===== src/rtl/ws2812b_frame_sequencer.sv =====
// Streams one GRB frame per refresh to a WS2812B bit driver over valid/ready,
// then holds the line idle for the latch period before pulsing frame_done.
module ws2812b_frame_sequencer #(
   parameter int         NUM_LEDS     = 12,
   parameter int         LATCH_CYCLES = 2000,
   parameter logic [2:0] ON_CHANNELS  = 3'b010
) (
   input  logic                clk,
   input  logic                res_n,
   input  logic                refresh,
   input  logic [NUM_LEDS-1:0] led_mask,
   input  logic [7:0]          intensity,
   output logic                bit_valid,
   output logic                bit_data,
   input  logic                bit_ready,
   output logic                busy,
   output logic                frame_done
);
   localparam int LED_W = (NUM_LEDS > 1) ? $clog2(NUM_LEDS) : 1;
   localparam int CNT_W = $clog2(LATCH_CYCLES + 1);
   localparam logic [LED_W-1:0] LAST_LED = LED_W'(NUM_LEDS - 1);
   localparam logic [CNT_W-1:0] LAST_CNT = CNT_W'(LATCH_CYCLES - 1);

   typedef enum logic [1:0] {IDLE, SEND, LATCH} state_t;

   state_t              state, state_n;
   logic [LED_W-1:0]    led_idx, led_idx_n, nxt_led;
   logic [4:0]          bit_idx, bit_idx_n, nxt_bit;
   logic [CNT_W-1:0]    cnt, cnt_n;
   logic [NUM_LEDS-1:0] mask_sh, mask_sh_n;
   logic [7:0]          int_sh, int_sh_n;
   logic                pending, pending_n;
   logic                valid_n, data_n, busy_n, done_n, last_bit;

   // Bit b of an LED: byte b/8 selects G,R,B; bits go out MSB first.
   function automatic logic color_bit(input logic [NUM_LEDS-1:0] m, input logic [7:0] in,
                                      input logic [LED_W-1:0] led, input logic [4:0] b);
      logic on;
      case (b[4:3])
         2'd0:    on = ON_CHANNELS[2];
         2'd1:    on = ON_CHANNELS[1];
         default: on = ON_CHANNELS[0];
      endcase
      return m[led] & on & in[~b[2:0]];
   endfunction

   assign last_bit = (bit_idx == 5'd23);
   assign nxt_bit  = last_bit ? 5'd0 : bit_idx + 5'd1;
   assign nxt_led  = last_bit ? led_idx + LED_W'(1) : led_idx;

   always_comb begin
      state_n   = state;
      led_idx_n = led_idx;
      bit_idx_n = bit_idx;
      cnt_n     = cnt;
      mask_sh_n = mask_sh;
      int_sh_n  = int_sh;
      pending_n = pending;
      valid_n   = bit_valid;
      data_n    = bit_data;
      busy_n    = busy;
      done_n    = 1'b0;
      case (state)
         IDLE: begin
            if (refresh) begin
               state_n   = SEND;
               mask_sh_n = led_mask;
               int_sh_n  = intensity;
               led_idx_n = '0;
               bit_idx_n = '0;
               valid_n   = 1'b1;
               data_n    = color_bit(led_mask, intensity, '0, '0);
               busy_n    = 1'b1;
            end
         end
         SEND: begin
            if (refresh) pending_n = 1'b1;
            if (bit_ready) begin
               if (last_bit && led_idx == LAST_LED) begin
                  state_n = LATCH;
                  valid_n = 1'b0;
                  data_n  = 1'b0;
                  cnt_n   = '0;
               end else begin
                  led_idx_n = nxt_led;
                  bit_idx_n = nxt_bit;
                  data_n    = color_bit(mask_sh, int_sh, nxt_led, nxt_bit);
               end
            end
         end
         LATCH: begin
            if (cnt == LAST_CNT) begin
               done_n = 1'b1;
               // A request seen in this very cycle still counts as pending.
               if (pending || refresh) begin
                  state_n   = SEND;
                  pending_n = 1'b0;
                  mask_sh_n = led_mask;
                  int_sh_n  = intensity;
                  led_idx_n = '0;
                  bit_idx_n = '0;
                  valid_n   = 1'b1;
                  data_n    = color_bit(led_mask, intensity, '0, '0);
               end else begin
                  state_n = IDLE;
                  busy_n  = 1'b0;
               end
            end else begin
               cnt_n = cnt + CNT_W'(1);
               if (refresh) pending_n = 1'b1;
            end
         end
         default: state_n = IDLE;
      endcase
   end

   always_ff @(posedge clk or negedge res_n) begin
      if (!res_n) begin
         state      <= IDLE;
         led_idx    <= '0;
         bit_idx    <= '0;
         cnt        <= '0;
         mask_sh    <= '0;
         int_sh     <= '0;
         pending    <= 1'b0;
         bit_valid  <= 1'b0;
         bit_data   <= 1'b0;
         busy       <= 1'b0;
         frame_done <= 1'b0;
      end else begin
         state      <= state_n;
         led_idx    <= led_idx_n;
         bit_idx    <= bit_idx_n;
         cnt        <= cnt_n;
         mask_sh    <= mask_sh_n;
         int_sh     <= int_sh_n;
         pending    <= pending_n;
         bit_valid  <= valid_n;
         bit_data   <= data_n;
         busy       <= busy_n;
         frame_done <= done_n;
      end
   end
endmodule


===== config.mk =====
export PLATFORM = sky130hd
export DESIGN_NAME = ws2812b_frame_sequencer
export DESIGN_NICKNAME = d
export VERILOG_FILES = /design/src/rtl/ws2812b_frame_sequencer.sv
export SDC_FILE = /design/constraint.sdc
export NUM_CORES = 1
export LEC_CHECK = 0
export ABC_CLOCK_PERIOD_IN_PS = 2500
export CAP_MARGIN = 25
export CORE_MARGIN = 2
export CORE_UTILIZATION = 35
export DETAILED_ROUTE_END_ITERATION = 10
export PLACE_DENSITY_LB_ADDON = 0.3
export SLEW_MARGIN = 20
export SYNTH_ARGS = -nofsm -noshare
export SYNTH_HDL_FRONTEND = slang
export SYNTH_SLANG_ARGS = --single-unit

===== constraint.sdc =====
create_clock -name clk -period 2.5 [get_ports clk]
set_input_delay 0.5 -clock clk [delete_from_list [all_inputs] [get_ports clk]]
set_output_delay 0.5 -clock clk [all_outputs]
set_load 0.005 [all_outputs]

# Word-level counts from Yosys, hierarchy flattened
# Index checks and enable logic that the tools add are counted.
# W data, S select, Z words.
# classes
n_reduce_logical	14
muxes	65
magnitude_cmp	2
bitwise	7
n_eq_ne	15
add_sub_neg	3
# ops
op	n
$mux W12	3
$mux W11	3
$mux W5	6
$mux W1	28
$mux W4	6
$mux W8	3
$pmux W12 S2	1
$pmux W11 S2	1
$ne A2 B2 Y1 const B	8
$pmux W8 S2	1
$reduce_and A4 Y1	4
$pmux W5 S3	1
$pmux W4 S3	1
$reduce_and A6 Y1	2
$add A11 B1 Y11 const B	1
$eq A11 B11 Y1 const B	1
$mux W2	4
$and A1 B1 Y1	6
$pmux W1 S3	2
$pmux W2 S3	1
$add A5 B1 Y5 const B	1
$eq A5 B5 Y1 const B	1
$lt A4 B5 Y1 const B	1
$reduce_and A5 Y1	1
16 further kinds	19
# word_totals
word_cells	117
regBits	47

# Logic depth before layout (Yosys ltp)
# logic_depth
ltp_word	12
mapped_depth	10

# Least setup slack after synthesis
# Ideal clock, no wire load.
# synth_path
kind	register to register
from	register bit_idx[0]
to	register cnt[10]
setup_ps	78
path_stages_with_launch	10
path_slack_ps	410
synth_period_minus_slack_ps	2090
t_arrival_ps	2013
required_time_ps	2422
path_cell_list	dfrtp_1 -> ha_1 -> buf_4 -> and4b_1 -> buf_6 -> and4b_4 -> a22oi_2 -> buf_6 -> or4_1 -> a21oi_1
# synth_between
elab_chain_len	4
# synth_rtl
element	line	rtl
start, declared	28	logic [4:0] bit_idx, bit_idx_n, nxt_bit;
start signal, assigned	133	bit_idx <= bit_idx_n;
$eq A5 B5 Y1	47	assign last_bit = (bit_idx == 5'd23);
$logic_and A1 B1 Y1	79	if (last_bit && led_idx == LAST_LED) begin
$ne A2 B2 Y1 (no source line)	n/a	
$reduce_and A4 Y1 (no source line)	n/a	
end signal, assigned	134	cnt <= cnt_n;
end, declared	29	logic [CNT_W-1:0] cnt, cnt_n;
# No other way between the ends.
# A chain may end at the register's enable or synchronous reset.

# Worst setup path after layout
# layout_path
from	register cnt[0]
to	register led_idx[0]
# layout_between
elab_chain_len	3
# layout_rtl
element	line	rtl
$eq A11 B11 Y1	92	if (cnt == LAST_CNT) begin
$ne A2 B2 Y1 (no source line)	n/a	
$reduce_and A6 Y1 (no source line)	n/a	
end signal, assigned	132	led_idx <= led_idx_n;
end, declared	27	logic [LED_W-1:0] led_idx, led_idx_n, nxt_led;
# No other way between the ends.

==> impl_metrics.py <==
metrics = {
    "run_status": {
        "status": "completed",
    },
    "yosys": {
        "synth_top_area_share_pct": 45.8,
        "syn_area_per_cell_sq_um": 10.8,
        "ys_seq_elements": 47,
        "synth_top_cells_by_area": "dfrtp_1, mux2_2, mux4_2",
        "ys_seq_area_share_pct": 45.8,
        "synth-edff-count": 0,
        "yosysTopAreaCell": "dfrtp_1",
        "netlist_instances": 237,
        "yosysWarnings": 0,
        "yosysUniqueCellTypes": 47,
        "synth_ff_type": "dfrtp_1",
        "netlist_area_sq_um": 2570,
        "synth_nets": 264,
        "async_flop_share_pct": 100,
    },
    "worst_hold_path": {
        "hold_class": "primary input to async pin",
    },
    "sta": {
        "rsz0062_at_grt": "false",
        "max_freq_mhz": 446,
        "worst_hold_slack_ps": 273,
        "drv_slew": 0,
        "fin_ws_ps": 259,
        "post-route-period-util_pct": 89.6,
        "hold_viol": 0,
        "fin_setup_tns_ps": 0,
        "skew_ps": 6.80,
        "min_period_ps": 2240,
        "worstMarginPinSlew_ps": 588,
        "relSlewSlack_pct": 60.8,
        "finalSetupViolations": 0,
    },
    "grt": {
        "grt_max_degree": 48,
        "grt_pass1_wl_mm": 9.14,
        "grt-ovfl-total": 0,
        "grt.total_usage_pct": 14.5,
        "antenna_found_initial": 0,
        "grt_pass1_vias": 1996,
    },
    "setup_path": {
        "path_cells": "ha_1 -> nand4bb_1 -> nor4_1 -> a21oi_1 -> buf_4 -> or3b_1 -> a22o_1",
        "rr_endpoint": "led_idx[0]$_DFFE_PN0P_",
        "cp_slowest_cell": "dfrtp_1",
        "arrival_ps": 2430,
        "r2r_cells": 7,
        "crit_end": "led_idx[0]$_DFFE_PN0P_",
        "worstReg2RegStart": "cnt[0]$_DFFE_PN0P_",
        "end_kind": "flop",
        "cp_slowest_stage_delay_ps": 410,
        "required_ps": 2690,
        "path_max_fanout": 11,
        "r2r_slack_ps": 260,
        "cp-startpoint": "cnt[0]$_DFFE_PN0P_",
        "critPathKind": "flop to flop",
        "cp-start-kind": "flop",
    },
    "cts": {
        "clockBufferDepth": 2,
        "clockRootBuffer": "clkbuf_8",
        "clock_sinks": 47,
        "clk_latency_ps": 300,
        "cts_max_level": 2,
        "cts_tree": "yes",
        "cts.reportedPaths.clkPinSlew_ps": 90,
        "postCtsHoldBufs": 0,
        "cts_buffers": 5,
        "cts_setup_buffers": 0,
        "cts_resized": 0,
    },
    "floorplanning": {
        "die_w_microns": 89.7,
        "initial_core_util_pct": 35.8,
        "rows": 31,
        "coreArea_sq_um": 7180,
        "die_h_microns": 89.7,
        "design.die.area_sq_um": 8040,
        "pin_count": 28,
    },
    "place": {
        "place_ws_ps": 223,
        "numPortBuffers": 27,
        "post-dp-hpwl_mm": 3.72,
        "gp_congestion": 0.837,
    },
    "route": {
        "ant_nets": 0,
        "route.met3.wl_microns": 238,
        "wl_met2_mm": 2.40,
        "drt_wl_total_mm": 5.17,
        "maxUsedRoutingLayer": "met4",
        "vias": 2004,
        "m1WireLength_mm": 2.50,
        "drt_pre_antenna_iters": 5,
        "drc": 0,
        "wl_per_cell_microns": 14.0,
        "initialDrtViolationCount": 134,
        "viasPerCell": 5.43,
    },
    "cells_and_area": {
        "drive_above_1_share_pct": 18.9,
        "antenna_cells": 0,
        "layout_commonest_cell": "dfrtp_1",
        "fillers": 700,
        "fin_nets": 296,
        "multi_input_area_sq_um": 1300,
        "area_growth_pct": 19.7,
        "regArea_sq_um": 1180,
        "final_cell_mix": "dfrtp_1, clkdlybuf4s50_1, mux2_2, o21ai_0",
    },
    "pwr": {
        "irDropWorstVdd_mv": 0.430,
        "power_density_nw_per_um2": 537,
        "p_leak_nw": 1.25,
    },
    "run": {
        "maxCapViolations": 0,
    },
}
report_power, final:
group / switching, mW / total [mW] / internal, mW
combinational: 0.110 / 0.271 / 0.161
clock: 0.261 / 0.488 / 0.227
sequential: 0.0658 / 0.893 / 0.827
per-stage QoR:
stage / instance area [sq um] / total power [mW] / std cells / utilization, %
floorplan: 2570 / 1.08 / 237 / -
global placement: 2980 / 1.18 / 361 / 41.6
detailed placement: 2980 / 1.18 / 361 / 41.6
CTS: 3080 / 1.67 / 369 / 42.9
global route: 3080 / 1.75 / 369 / 42.9
finish: 3080 / 1.65 / 369 / 42.9
per-layer routing:
metal  GRT usage [%]  up-vias
met4            2.99        0
met5               0        -
li1                -      963
met1            19.9      979
met2            22.8       58
met3            4.30        4
synthesized netlist by cell type (all sizes together), types with 4 or more instances:
cell and number:
a21oi 16, buf 9, clkbuf 5, dfrtp 47
inv 4, mux2 20, mux4 8, nand2 16
nand3 10, nand4 7, nor2 13, o21ai 18
o31ai 6, or3 9
area by class of cell:
type                    count  area share (%)
well taps                  99            4.03
repair buffers             39            12.0
multi-input cells         172            42.2
clock buffers               7            2.81
flip-flops and latches     47            38.2
inverters                   4           0.488
clock inverters             1           0.285
kinds of logic after synthesis:
logic type / Yosys count / synth area share [%]
AOI/OAI and AO/OA: 59 / 14.8
buffers and inverters: 18 / 3.70
xor gates and xnor gates: 3 / 1.02
adders and majority gates: 3 / 1.46
muxes: 29 / 16.2
and+or+nand+nor: 78 / 17.1
DFF: 47 / 45.8
how the worst min path moves through the flow:
stage	end	slack (ps)	cells past startpoint
floorplan	bit_data$_DFFE_PN0P_	200	0
global placement	int_sh[6]$_DFFE_PN0P_	490	1
detailed placement	int_sh[6]$_DFFE_PN0P_	500	1
CTS	cnt[8]$_DFFE_PN0P_	300	2
global route	cnt[8]$_DFFE_PN0P_	320	2
finish	cnt[6]$_DFFE_PN0P_	270	2
flip-flops by register name, indices dropped and copies added, names as in the netlist:
signal and flops:
led_idx 4, state 2, pending 1, bit_idx 5
frame_done 1, mask_sh 12, bit_valid 1, bit_data 1
int_sh 8, busy 1, cnt 11
worst max-delay path: cells and delay by family, from the launching register on:
kind,cells,cell delay (ps)
AND/OR/NAND/NOR,3,880
flip-flops,1,410
AO/OA/AOI/OAI,2,400
adder cells (fa/ha/maj),1,250
buffers and inverters,1,190
(Power assumes the default switching activity.)
